$ cat config.mk
export PLATFORM = sky130hd
export DESIGN_NAME = aes_core_arbiter
export DESIGN_NICKNAME = d
export VERILOG_FILES = /design/src/rtl/aes_core_arbiter.sv
export SDC_FILE = /design/constraint.sdc
export NUM_CORES = 1
export LEC_CHECK = 0
export ABC_AREA = 1
export CORE_AREA = 2 2 404 406
export DETAILED_ROUTE_END_ITERATION = 10
export DIE_AREA = 0 0 406 408
export DONT_BUFFER_PORTS = 1
export SETUP_SLACK_MARGIN = 0.4
export SLEW_MARGIN = 20
export SYNTH_ARGS = -nofsm -noshare
export SYNTH_HDL_FRONTEND = slang
export SYNTH_SLANG_ARGS = --single-unit
$ cat constraint.sdc
create_clock -name clk -period 18.8 [get_ports clk]
set_clock_uncertainty 0.05 [all_clocks]
set_input_delay 2.82 -clock clk [delete_from_list [all_inputs] [get_ports clk]]
set_output_delay 2.82 -clock clk [all_outputs]
set_load 0.02 [all_outputs]
$ cat src/rtl/aes_core_arbiter.sv
// aes_core_arbiter
//   Shares one AES encryption core between two requesters. Each requester
//   hands over a key/plaintext pair on a valid/ready handshake. Grants
//   alternate round-robin when both requesters contend. The arbiter loads the
//   core, waits for its done pulse, and returns the ciphertext tagged with the
//   owning requester on a single response channel. If done never comes, the
//   response is an error with zero data.
//
// Ports
//   clk, rst                 clock; asynchronous active-high reset
//   reqN_valid/ready         request handshake (N = 0, 1); ready is combinational in IDLE
//   reqN_key, reqN_text      128-bit key and plaintext of requester N
//   rsp_valid/ready          response handshake
//   rsp_data, rsp_id, rsp_err  ciphertext (0 on error), owner, timeout flag
//   core_ld, core_key, core_text  load strobe and operands to the AES core
//   core_done, core_text_out      done pulse and ciphertext from the AES core
module aes_core_arbiter #(
    parameter int TIMEOUT = 31,
    localparam int CW = $clog2(TIMEOUT + 1)
) (
    input  logic         clk,
    input  logic         rst,
    input  logic         req0_valid,
    output logic         req0_ready,
    input  logic [127:0] req0_key,
    input  logic [127:0] req0_text,
    input  logic         req1_valid,
    output logic         req1_ready,
    input  logic [127:0] req1_key,
    input  logic [127:0] req1_text,
    output logic         rsp_valid,
    input  logic         rsp_ready,
    output logic [127:0] rsp_data,
    output logic         rsp_id,
    output logic         rsp_err,
    output logic         core_ld,
    output logic [127:0] core_key,
    output logic [127:0] core_text,
    input  logic         core_done,
    input  logic [127:0] core_text_out
);

    typedef enum logic [1:0] {
        IDLE = 2'd0,
        LOAD = 2'd1,
        BUSY = 2'd2,
        RESP = 2'd3
    } state_t;

    state_t         state_q, state_d;
    logic           last_grant_q, last_grant_d;
    logic [CW-1:0]  cnt_q, cnt_d;
    logic [127:0]   key_q, key_d;
    logic [127:0]   text_q, text_d;
    logic [127:0]   rsp_data_q, rsp_data_d;
    logic           rsp_id_q, rsp_id_d;
    logic           rsp_err_q, rsp_err_d;
    logic           rsp_valid_q, rsp_valid_d;
    logic           core_ld_q, core_ld_d;

    logic           grant_valid;
    logic           grant_id;
    logic [CW-1:0]  cnt_inc;

    // Grant decision: only meaningful in IDLE. Under contention the
    // requester that did not win last time gets the core.
    always_comb begin
        grant_valid = 1'b0;
        grant_id    = 1'b0;
        if (state_q == IDLE) begin
            if (req0_valid && req1_valid) begin
                grant_valid = 1'b1;
                grant_id    = ~last_grant_q;
            end else if (req0_valid) begin
                grant_valid = 1'b1;
                grant_id    = 1'b0;
            end else if (req1_valid) begin
                grant_valid = 1'b1;
                grant_id    = 1'b1;
            end
        end
    end

    // Ready is masked by reset so no handshake can complete while reset is held.
    assign req0_ready = grant_valid && !grant_id && !rst;
    assign req1_ready = grant_valid &&  grant_id && !rst;

    // cnt_inc is the number of BUSY cycles including the current one, so the
    // timeout response becomes visible exactly TIMEOUT cycles after core_ld.
    assign cnt_inc = cnt_q + CW'(1);

    always_comb begin
        state_d      = state_q;
        last_grant_d = last_grant_q;
        cnt_d        = cnt_q;
        key_d        = key_q;
        text_d       = text_q;
        rsp_data_d   = rsp_data_q;
        rsp_id_d     = rsp_id_q;
        rsp_err_d    = rsp_err_q;
        rsp_valid_d  = rsp_valid_q;
        core_ld_d    = 1'b0;
        unique case (state_q)
            IDLE: begin
                if (grant_valid) begin
                    key_d        = grant_id ? req1_key  : req0_key;
                    text_d       = grant_id ? req1_text : req0_text;
                    rsp_id_d     = grant_id;
                    last_grant_d = grant_id;
                    core_ld_d    = 1'b1;
                    state_d      = LOAD;
                end
            end
            LOAD: begin
                // A done pulse here belongs to no job of ours and is dropped.
                cnt_d   = '0;
                state_d = BUSY;
            end
            BUSY: begin
                cnt_d = cnt_inc;
                if (core_done) begin
                    rsp_data_d  = core_text_out;
                    rsp_err_d   = 1'b0;
                    rsp_valid_d = 1'b1;
                    state_d     = RESP;
                end else if (cnt_inc == CW'(TIMEOUT - 1)) begin
                    rsp_data_d  = '0;
                    rsp_err_d   = 1'b1;
                    rsp_valid_d = 1'b1;
                    state_d     = RESP;
                end
            end
            RESP: begin
                if (rsp_ready) begin
                    rsp_valid_d = 1'b0;
                    state_d     = IDLE;
                end
            end
            default: state_d = IDLE;
        endcase
    end

    always_ff @(posedge clk or posedge rst) begin
        if (rst) begin
            state_q      <= IDLE;
            last_grant_q <= 1'b1;
            cnt_q        <= '0;
            key_q        <= '0;
            text_q       <= '0;
            rsp_data_q   <= '0;
            rsp_id_q     <= 1'b0;
            rsp_err_q    <= 1'b0;
            rsp_valid_q  <= 1'b0;
            core_ld_q    <= 1'b0;
        end else begin
            state_q      <= state_d;
            last_grant_q <= last_grant_d;
            cnt_q        <= cnt_d;
            key_q        <= key_d;
            text_q       <= text_d;
            rsp_data_q   <= rsp_data_d;
            rsp_id_q     <= rsp_id_d;
            rsp_err_q    <= rsp_err_d;
            rsp_valid_q  <= rsp_valid_d;
            core_ld_q    <= core_ld_d;
        end
    end

    assign rsp_valid = rsp_valid_q;
    assign rsp_data  = rsp_data_q;
    assign rsp_id    = rsp_id_q;
    assign rsp_err   = rsp_err_q;
    assign core_ld   = core_ld_q;
    assign core_key  = key_q;
    assign core_text = text_q;

endmodule

==> impl_metrics.toml, run 1 <==
[sta]
holdWs_ns = 0.4220
setup_viol = 0
worstMarginPinSlew_ns = 1.111
finalSetupTns_ns = 0
hold_viol_final = 0
maxSlewHeadroom = 0.2593
fin_crit_sh = 0.3920
layout_setup_ws_ns = 11.43
fin_crit_ns = 7.369
grt_setup_unrepaired = "no"
max_freq_ghz = 0.1357
maxSlewViolCount = 0

[floorplan]
die_h_um = 408
initial_core_util = 0.1043
ios = 1036
die_w_um = 406
coreArea_mm2 = 0.1617
num_rows = 148
design.die.area_mm2 = 0.1656

[placed_design]
routabilityCongestion = 1.015
dp.cells = 4068
numPortBuffers = 0
dp_slack_ns = 11.51
post-dp-hpwl_mm = 85.99

[critical_path]
crit_path_max_fanout = 76
arrival_ns = 4.50
cp-start-kind = "primary input"
endpoint_kind = "output port"
crit_family = "simple AND/OR/NAND/NOR gates"
critPathKind = "in2out"
worst_path_max_delay_cell = "inv_8"
rr_worst_depth = 7
r2r_start = "state_q[0]"
crit_end = "req0_ready"
crit_chain = "nand2_1 -> nand3_4 -> inv_8 -> nor3_1"
worstReg2RegEnd = "core_key[47]"
r2r_slack_ns = 14.78
path_buf_inv = 1
crit_start = "req0_valid"
required_ns = 15.93
slowest_delay_ns = 0.69
worst-path-stages = 4

[global_routing]
grt-ovfl-total = 0
grt_max_degree = 131
antenna_found_initial = 116
grt_pass1_vias = 13990
grt_usage = 0.1179
grt_pass1_wl_mm = 131.1

[pwr]
power_density_mw_per_mm2 = 207.9
cell_internal_pwr_mw = 2.177
irDropWorstVdd_v = 0.00009632
switching_power_mw = 2.148
combPwrFrac = 0.233
power.share.sequential = 0.537
power.share.clock = 0.230
swShare = 0.4966
leakage_nw = 8.988

[logic_synthesis]
netlist_instances = 2010
yosys_warnings = 0
synth_seq_area_share = 0.5877
yosysUniqueCellTypes = 23
synthMuxAreaShare = 0
synth-simple-area-share = 0.3238
syn_nets = 2662
synth_area_per_cell_um2 = 8.391
synth_area_mm2 = 0.01686
synth_fa_ha_area_frac = 0.004451
synth_top_family_by_area = "simple AND/OR/NAND/NOR gates"
synthXorXnorAreaFrac = 0
synth-seq-cells = 396
synth_compound_area_frac = 0.03806

[clocking]
cts_setup_buffers = 0
htreeDepth = 2
cts_tree = "built"
insertion_delay_ns = 0.65
ctsResizeCount = 0
cts_buffers = 47
cts_root_buffer = "clkbuf_16"
clk_path_buf_depth = 3
numClockSinks = 396
cts_hold_buf = 0
clkTransAtPathRegs_ns = 0.06

[route]
vias_per_cell = 3.639
postRouteAntennaNets = 0
drc = 0
first_pass_iters = 6
wl_mm = 103.1
vias = 15260
drtIter0Drc = 1485
route.detailed.wl_per_inst_um = 24.59

[worst_hold_path]
hp-class = "reg2reg"
hp-start = "last_grant_q"

[final_layout]
final_cell_mix = "nand2_1 (931), dfrtp_1 (395), nand3_1 (333), a21oi_1 (119), nor2_1 (64)"
regArea_mm2 = 0.009911
multiInputGateArea_mm2 = 0.006203
nFillCells = 18550
nets = 2594
layout-drive-gt1-share = 0.05508
area_delta_synth_final_pct = 23.31
final_common_cell = "nand2_1"
finalNonFillerCells = 4194

[outcome]
status = "completed"

[flow_run]
drv_cap = 0
## tightest hold or removal path, stage by stage (launching register included)
cell and delay (ns):
dfstp_2 0.37, nand2_1 0.05, nand2_1 0.04
## how the worst min path moves through the flow
stage                         endpoint  slack, ns  cells after the start
after CTS                 last_grant_q       0.42                      2
after floorplan           last_grant_q       0.39                      2
after global routing      last_grant_q       0.44                      2
after global placement    last_grant_q       0.41                      2
after detailed placement  last_grant_q       0.41                      2
final                     last_grant_q       0.42                      2
## synth_stat cells
cell type    n  area (µm²)
nor2_1      64       240.2
nand4_1      2       12.51
nand2_1    931        3495
a21oi_1    119       595.6
dfstp_2      1       26.28
inv_1       12       45.04
nand3_2      1       10.01
o21ai_4      1       16.27
buf_6       11       123.9
clkbuf_1    42       157.7
nor2_8       1       20.02
o21ai_0      1       5.000
buf_4       18       135.1
inv_2        3       11.26
buf_1        6       22.52
buf_2       56       280.3
or2_2        1       6.260
ha_1         6       75.07
nand2_2      1       6.260
o22ai_1      4       25.02
dfrtp_1    395        9884
nand3_1    333        1667
nor3_1       1       5.000
## logic make-up (layout without fill, tap and decap cells)
kind of cell | Yosys count | in the layout
flops | 396 | 396
buf+inv | 148 | 117
simple gates | 1335 | 1335
fa+ha+maj | 6 | 6
other cells | 0 | 40
compound gates | 125 | 125
## state kept, by name (all words and copies together), names as in the netlist, 2 cells and up
signal and flops:
core_text 128, core_key 128, cnt_q 5, rsp_data 128, state_q 2
## final cells by class
| class | count | share of cell area |
|---|---|---|
| sequential | 396 | 0.4766 |
| multi-input combinational | 1466 | 0.2983 |
| tap | 2175 | 0.1309 |
| clock buffer | 57 | 0.06125 |
| clock inverter | 29 | 0.01817 |
| timing repair buffer | 16 | 0.006558 |
| antenna | 40 | 0.004813 |
| inverter | 15 | 0.003490 |
## power groups by stage
stage,Clock [mW],Sequential (mW),Combinational [mW]
after floorplan,0,2.00,0.815
after detailed placement,0,2.34,1.02
after global routing,1.05,2.37,1.16
final,0.995,2.32,1.01
after global placement,0,2.35,0.970
after CTS,1.03,2.34,1.02
## per-layer routing
metal,vias to the layer above,share of wire,global-route usage
met2,1098,0.42,0.1704
met5,-,0.0058,0
met4,96,0.049,0.05698
met1,7424,0.34,0.1204
met3,295,0.18,0.09709
li1,6348,-,-
## stage by stage
stage                     utilization  power, mW  instance area, µm²
after global placement         0.1178      3.321               19040
after floorplan                     -      2.820               16860
after detailed placement       0.1178      3.362               19040
after global routing           0.1283      4.587               20740
final                          0.1286      4.324               20800
after CTS                      0.1280      4.388               20690
Note: power is estimated with default switching activity, not from simulation.
==> run 2, diff against run 1 <==
Clock period 18.8 ns to 7.3 ns, I/O delays scaled along.
==> impl_metrics.toml, run 2 (same netlist as run 1, synthesis figures left out) <==
[route]
vias_per_cell = 3.604
postRouteAntennaNets = 0
wl_mm = 105.4
vias = 15100
route.detailed.wl_per_inst_um = 25.14
drc = 0
first_pass_iters = 5
drtIter0Drc = 1296

[final_layout]
final_common_cell = "nand2_1"
regArea_mm2 = 0.009911
final_util = 0.1291
nets = 2598
area_delta_synth_final_pct = 23.71
layout-drive-gt1-share = 0.05547
final_cell_mix = "nand2_1 (931), dfrtp_1 (395), nand3_1 (333), a21oi_1 (119), nor2_1 (64)"
nFillCells = 18540
finalNonFillerCells = 4190
multiInputGateArea_mm2 = 0.006203

[clocking]
clk_path_buf_depth = 3
clkTransAtPathRegs_ns = 0.06
cts_setup_buffers = 0
cts_tree = "built"
insertion_delay_ns = 0.63
cts_root_buffer = "clkbuf_16"
cts_buffers = 48
ctsResizeCount = 0
numClockSinks = 396
htreeDepth = 2
cts_hold_buf = 0

[critical_path]
worst_path_max_delay_cell = "nor3_1"
endpoint_kind = "output port"
cp-start-kind = "flip-flop"
rr_worst_depth = 9
arrival_ns = 2.88
slowest_delay_ns = 0.58
worstReg2RegEnd = "core_text[7]"
critPathKind = "reg2out"
crit_chain = "inv_1 -> ha_1 -> o21ai_4 -> buf_4 -> nor3_1"
crit_path_max_fanout = 27
r2r_slack_ns = 3.87
r2r_start = "state_q[0]"
required_ns = 6.15

[placed_design]
dp_slack_ns = 3.599
post-dp-hpwl_mm = 86.80
routabilityCongestion = 0.9754
numPortBuffers = 0
dp.cells = 4070

[sta]
maxSlewViolCount = 0
finalSetupTns_ns = 0
maxSlewHeadroom = 0.2805
max_freq_ghz = 0.2485
fin_crit_ns = 4.024
layout_setup_ws_ns = 3.276
setup_viol = 0
grt_setup_unrepaired = "no"
fin_crit_sh = 0.5512
worstMarginPinSlew_ns = 1.079
hold_viol_final = 0

[pwr]
leakage_nw = 9.007
swShare = 0.4971
power.share.clock = 0.230
power.total_mw = 11.20
power.share.sequential = 0.534
power_density_mw_per_mm2 = 536.9
cell_internal_pwr_mw = 5.634
combPwrFrac = 0.236
switching_power_mw = 5.568
irDropWorstVdd_v = 0.0002336

[outcome]
status = "completed"

[floorplan]
die_h_um = 408
design.die.area_mm2 = 0.1656
die_w_um = 406
coreArea_mm2 = 0.1617
ios = 1036
initial_core_util = 0.1043
num_rows = 148

[global_routing]
grt_pass1_vias = 14440
grt_pass1_wl_mm = 135.6
grt_max_degree = 151
grt-ovfl-total = 0
grt_usage = 0.1218
antenna_found_initial = 108

[worst_hold_path]
hp-class = "in2async"

[flow_run]
drv_cap = 0
==> run 2: cell count changes in the layout (fill, tap and decap cells not counted), sizes merged <==
| cell | change |
|---|---|
| clkbuf | +6 |
| diode | -8 |
| bufinv | -1 |
| clkinv | -7 |
| clkinvlp | +3 |
| buf | +3 |
==> run 2: area by class of cell <==
| cell class | count | share of cell area |
|---|---|---|
| sequential | 396 | 0.4750 |
| timing repair buffer | 19 | 0.01079 |
| multi-input combinational | 1466 | 0.2973 |
| clock buffer | 63 | 0.06411 |
| inverter | 15 | 0.003238 |
| clock inverter | 24 | 0.01523 |
| tap | 2175 | 0.1304 |
| antenna | 32 | 0.003838 |
==> run 2: stage by stage <==
| stage | area [µm²] | hold slack (ns) |
|---|---|---|
| 6_report | 20860 | 0.3853 |
| 5_1_grt | 20820 | 0.3802 |
| 4_1_cts | 20760 | 0.3069 |
| 3_5_place_dp | 19100 | 0.4105 |
| 3_3_place_gp | 19100 | 0.4358 |
| 2_1_floorplan | 16870 | 0.3931 |
==> run 2: metal layers <==
metal,vias to the layer above,track usage,part of all wire
met5,-,0,0.0034
met1,7346,0.1382,0.38
met4,64,0.06198,0.057
met3,292,0.07551,0.14
met2,1047,0.1764,0.42
li1,6351,-,-
==> run 2: worst max-delay path by stage <==
| stage | endpoint | slack (ns) | from |
|---|---|---|---|
| after floorplan | cnt_q[0] | 0.83 | rst |
| after global placement | core_text[5] | 3.60 | req0_valid |
| after detailed placement | core_text[7] | 3.60 | req0_valid |
| after CTS | req0_ready | 3.06 | state_q[0] |
| after global routing | req0_ready | 2.96 | state_q[0] |
| final | req0_ready | 3.28 | state_q[0] |
==> run 2: power groups by stage <==
stage	sequential (mW)	clock, mW	combinational, mW
after floorplan	5.16	0	2.10
after global placement	6.04	0	2.55
after CTS	6.01	2.68	2.66
after global routing	6.09	2.75	3.05
after detailed placement	6.02	0	2.67
final	5.99	2.57	2.64
==> run 2: worst max-delay path, delay by kind of cell (launching register included) <==
kind	cells	cell delay, ns
AND/OR/NAND/NOR	1	0.58
buffers and inverters	2	0.48
adder cells (fa/ha/maj)	1	0.42
flip-flops	1	0.40
AO/OA/AOI/OAI	1	0.33
